`src/rtl/accum_job_scheduler.sv`:
```
// accum_job_scheduler
//   Two requesters share one integrate/count accumulator. A job has a mode
//   (integrate = add the requester's 2-bit sample every cycle, count = add 1
//   every cycle) and a length in cycles. Round-robin arbitration picks the
//   owner. The accumulator is cleared at grant and runs for the job length.
//   The result is returned together with a one-cycle done pulse.
//
// Ports
//   clock    rising-edge clock
//   reset    asynchronous, active-low reset
//   req      per-requester job pending (level, held until done)
//   mode     per-requester mode: 0 = integrate, 1 = count
//   len0/1   job length in cycles for requester 0/1
//   din0/1   integrate sample for requester 0/1
//   grant    one-hot owner of the accumulator while a job runs
//   busy     high while a job is running or completing
//   done     one-cycle pulse; result/overflow/done_id are valid
//   done_id  index of the requester whose job finished
//   result   final accumulator value, held until the next job starts
//   overflow carry-out seen during the last job
module accum_job_scheduler #(
  parameter int WIDTH = 8,
  parameter int LEN_W = 4
) (
  input  logic             clock,
  input  logic             reset,
  input  logic [1:0]       req,
  input  logic [1:0]       mode,
  input  logic [LEN_W-1:0] len0,
  input  logic [LEN_W-1:0] len1,
  input  logic [1:0]       din0,
  input  logic [1:0]       din1,
  output logic [1:0]       grant,
  output logic             busy,
  output logic             done,
  output logic             done_id,
  output logic [WIDTH-1:0] result,
  output logic             overflow
);

  typedef enum logic [1:0] {IDLE, RUN, DONE} state_t;

  state_t           state;
  state_t           next_state;
  logic             winner;
  logic             ptr;
  logic             mode_l;
  logic             ovf_acc;
  logic [LEN_W-1:0] remaining;
  logic [WIDTH-1:0] acc;

  logic             pick;
  logic [LEN_W-1:0] pick_len;
  logic [WIDTH-1:0] inc;
  logic [WIDTH:0]   sum;

  // The pointer only decides the winner when both requesters are asking.
  always_comb begin
    pick     = (req == 2'b11) ? ptr : req[1];
    pick_len = pick ? len1 : len0;
    inc      = mode_l ? WIDTH'(1) : WIDTH'(winner ? din1 : din0);
    sum      = {1'b0, acc} + {1'b0, inc};
  end

  always_ff @(posedge clock or negedge reset) begin
    if (!reset) state <= IDLE;
    else        state <= next_state;
  end

  // A zero-length job skips RUN entirely and completes straight away.
  always_comb begin
    next_state = state;
    grant      = 2'b00;
    busy       = 1'b0;
    done       = 1'b0;
    done_id    = winner;
    case (state)
      IDLE: begin
        if (req != 2'b00)
          next_state = (pick_len == '0) ? DONE : RUN;
      end
      RUN: begin
        grant = winner ? 2'b10 : 2'b01;
        busy  = 1'b1;
        if (remaining == LEN_W'(1))
          next_state = DONE;
      end
      DONE: begin
        busy       = 1'b1;
        done       = 1'b1;
        next_state = IDLE;
      end
      default: next_state = IDLE;
    endcase
  end

  // The running carry is kept privately in ovf_acc so that the visible
  // overflow flag only moves at grant (clear) and on the job's final edge.
  always_ff @(posedge clock or negedge reset) begin
    if (!reset) begin
      winner    <= 1'b0;
      ptr       <= 1'b0;
      mode_l    <= 1'b0;
      ovf_acc   <= 1'b0;
      remaining <= '0;
      acc       <= '0;
      result    <= '0;
      overflow  <= 1'b0;
    end else begin
      case (state)
        IDLE: begin
          if (req != 2'b00) begin
            winner    <= pick;
            mode_l    <= mode[pick];
            remaining <= pick_len;
            acc       <= '0;
            ovf_acc   <= 1'b0;
            overflow  <= 1'b0;
            if (pick_len == '0)
              result <= '0;
          end
        end
        RUN: begin
          acc       <= sum[WIDTH-1:0];
          ovf_acc   <= ovf_acc | sum[WIDTH];
          remaining <= remaining - LEN_W'(1);
          if (remaining == LEN_W'(1)) begin
            result   <= sum[WIDTH-1:0];
            overflow <= ovf_acc | sum[WIDTH];
          end
        end
        DONE: ptr <= ~winner;
        default: ;
      endcase
    end
  end

endmodule

```
`config.mk`:
```
export PLATFORM = sky130hd
export DESIGN_NAME = accum_job_scheduler
export DESIGN_NICKNAME = d
export VERILOG_FILES = /design/src/rtl/accum_job_scheduler.sv
export SDC_FILE = /design/constraint.sdc
export NUM_CORES = 1
export LEC_CHECK = 0
export CAP_MARGIN = 10
export CORE_UTILIZATION = 50
export CTS_CLUSTER_DIAMETER = 30
export CTS_CLUSTER_SIZE = 8
export DETAILED_ROUTE_END_ITERATION = 10
export GPL_TIMING_DRIVEN = 1
export MAX_ROUTING_LAYER = met4
export PLACE_DENSITY = 0.83
export SLEW_MARGIN = 30
export SYNTH_ARGS = -nofsm -noshare
export SYNTH_HDL_FRONTEND = slang
export SYNTH_SLANG_ARGS = --single-unit
```
`constraint.sdc`:
```
create_clock -name clock -period 5 [get_ports clock]
set_input_delay 1 -clock clock [delete_from_list [all_inputs] [get_ports clock]]
set_output_delay 1 -clock clock [all_outputs]
set_load 0.1 [all_outputs]
```
==> flow_summary.toml <==
[status]
status = "completed"

[layout]
layout-drive-gt1-share = 0.120
num-nets-final = 218
fin_area_um2 = 2020
diodes = 0
areaGrowthSynthToFinish_pct = 21.2

[synth]
netlist_area_um2 = 1670
yosysMostFrequentCell = "dfrtp_1"
synth_area_per_cell_um2 = 10.4
synth_edf_count = 0
synthTopCellsByCount = "27 x dfrtp_1, 13 x nand2_1, 12 x nor2_1"
async_reset_ff_frac = 1.00
synthCells = 161
syn_nets = 187
synth_cell_types = 48
netlist.area_leader.share = 0.404
ys_top_cells_by_area = "dfrtp_1 40%, ha_1 5.2%, o2bb2ai_1 4.2%"
synth_flop_cell = "dfrtp_1"
yosysWarnings = 0
synth_top_cell_by_area = "dfrtp_1"
ys_seq_elements = 27
seq_area_frac_synth = 0.404

[placed_design]
dp_hpwl_um = 2760
portBuffers = 31
globalplace.congestion = 0.838
place_area_um2 = 2000

[sta]
tightestPinTransition_ps = 998
hold_viol = 0
fmax_ghz = 0.243
fin_skew_ps = 5.64
setup_tns_ps = 0
drv_slew = 0
rsz0062_at_grt = "no"
holdWs_ps = 504
post-route-period-util = 0.824
slew_headroom = 0.332
min_period_ps = 4120
finalSetupViolCount = 0

[clock_tree]
post_cts_resized = 0
clk_pin_slew_ps = 150
cts_buffers = 3
clock-sinks = 27
worstSkewPairLatency_ps = 330
htree_levels = 1
cts_tree = "done"
root_buffer = "clkbuf_4"
cts_setup_buffers = 0
cts_hold_buf = 0
cts.path.max_buffers = 2

[grt]
grt_pass1_wl_um = 6070
grt_pass1_vias = 1369
grt.total_usage = 0.234
antenna_found_initial = 0
overflow = 0
grt_max_degree = 28

[worst_setup_path]
cp.required_ps = 4000
cp.arrival_ps = 3120
end_kind = "primary output"
critPathKind = "reg2out"
startpoint_type = "flop"
path_max_fanout = 16
r2r_setup_slack_ps = 2710

[pwr]
pwr_density_cell_nw_per_um2 = 529
power_leakage_nw = 0.834
totalPowerFinal_mw = 1.07
ir_drop_uv = 271

[route]
drc_errors = 0
topRoutingLayerUsed = "met4"
wl_met2_um = 1890
ant_nets = 0
vias_per_cell = 5.71
wl_met1_um = 1550
vias = 1342
wl_per_cell_um = 15.4
drtIter0Drc = 56
dr.pass1.iters = 4
drt-total-wl_um = 3610
met3_length_um = 134

[worst_hold_path]
hp-class = "reg2reg"

[die]
rows = 20
start_util = 0.538
dieArea_um2 = 3580
core_area_um2 = 3100
die_h_um = 59.8
io_pins = 32
fp.dieW_um = 59.8

[flow_run]
cap_viol_max_count = 0
-- cells by family after synthesis --
| group | Yosys count | share of synthesized area |
|---|---|---|
| buf+inv | 16 | 0.0592 |
| xor+xnor | 6 | 0.0315 |
| compound gates | 51 | 0.252 |
| flops | 27 | 0.404 |
| mux | 8 | 0.0524 |
| fa+ha+maj | 8 | 0.0644 |
| simple gates | 45 | 0.136 |
-- path summary, 6_finish.rpt --
check | startpoint | end | cells after the start
max | state[1]$_DFFE_PN0P_ | grant[0] | 5
min | result[5]$_DFFE_PN0P_ | result[5]$_DFFE_PN0P_ | 1
max reg2reg | state[1]$_DFFE_PN0P_ | acc[6]$_DFFE_PN0P_ | 7
min reg2reg | result[5]$_DFFE_PN0P_ | result[5]$_DFFE_PN0P_ | 1
max in group asynchronous | reset | remaining[2]$_DFFE_PN0P_ | 2
min in group asynchronous | reset | acc[1]$_DFFE_PN0P_ | 2
-- critical path, stage by stage, from the launching register on --
cell and delay [ps]:
dfrtp_1 420, inv_1 90, ha_1 580, clkinv_2 380
nor2_1 180, clkdlybuf4s50_1 1140
-- per-layer routing --
metal  GRT usage  vias to the layer above
met5           -                        -
met4      0.0731                        0
met3      0.0325                        5
met2       0.403                       24
met1       0.284                      667
li1            -                      646
-- stage by stage --
stage | util | setup WS (ps) | std cells
CTS | 0.652 | 872 | 235
detailed placement | 0.644 | 1240 | 231
finish | 0.652 | 880 | 235
global placement | 0.644 | 1340 | 231
floorplan | - | 1730 | 161
global route | 0.652 | 656 | 235
-- placed cells by master, fill, tap and decap left out, types with 4 or more instances in the layout --
| cell | count |
|---|---|
| o2bb2ai_1 | 8 |
| a21oi_1 | 9 |
| clkdlybuf4s50_1 | 31 |
| inv_1 | 7 |
| dfrtp_1 | 27 |
| mux2i_1 | 5 |
| nor3_1 | 4 |
| xnor2_1 | 4 |
| ha_1 | 7 |
| nand2_1 | 13 |
| o21ai_1 | 10 |
| nor2_1 | 12 |
-- cell type report --
cell class | count | area, um^2
fill | 275 | 1080
multi-input combinational | 118 | 896
sequential | 27 | 676
timing repair buffer | 32 | 318
tap | 44 | 55.1
inverter | 10 | 52.6
clock buffer | 3 | 22.5
clock inverter | 1 | 5.00
-- state kept, by name, summed over array words and instances (netlist names) --
register and count:
state 2, result 8, acc 8, ptr 1
remaining 4, done_id 1, overflow 1, mode_l 1
ovf_acc 1
-- where the power goes --
group          total (mW)  internal (mW)  switching, mW
sequential          0.320          0.268         0.0524
clock              0.0955         0.0300         0.0655
combinational       0.655          0.209          0.446
total                1.07          0.507          0.564
No activity file was read; power rests on OpenSTA's default activity.
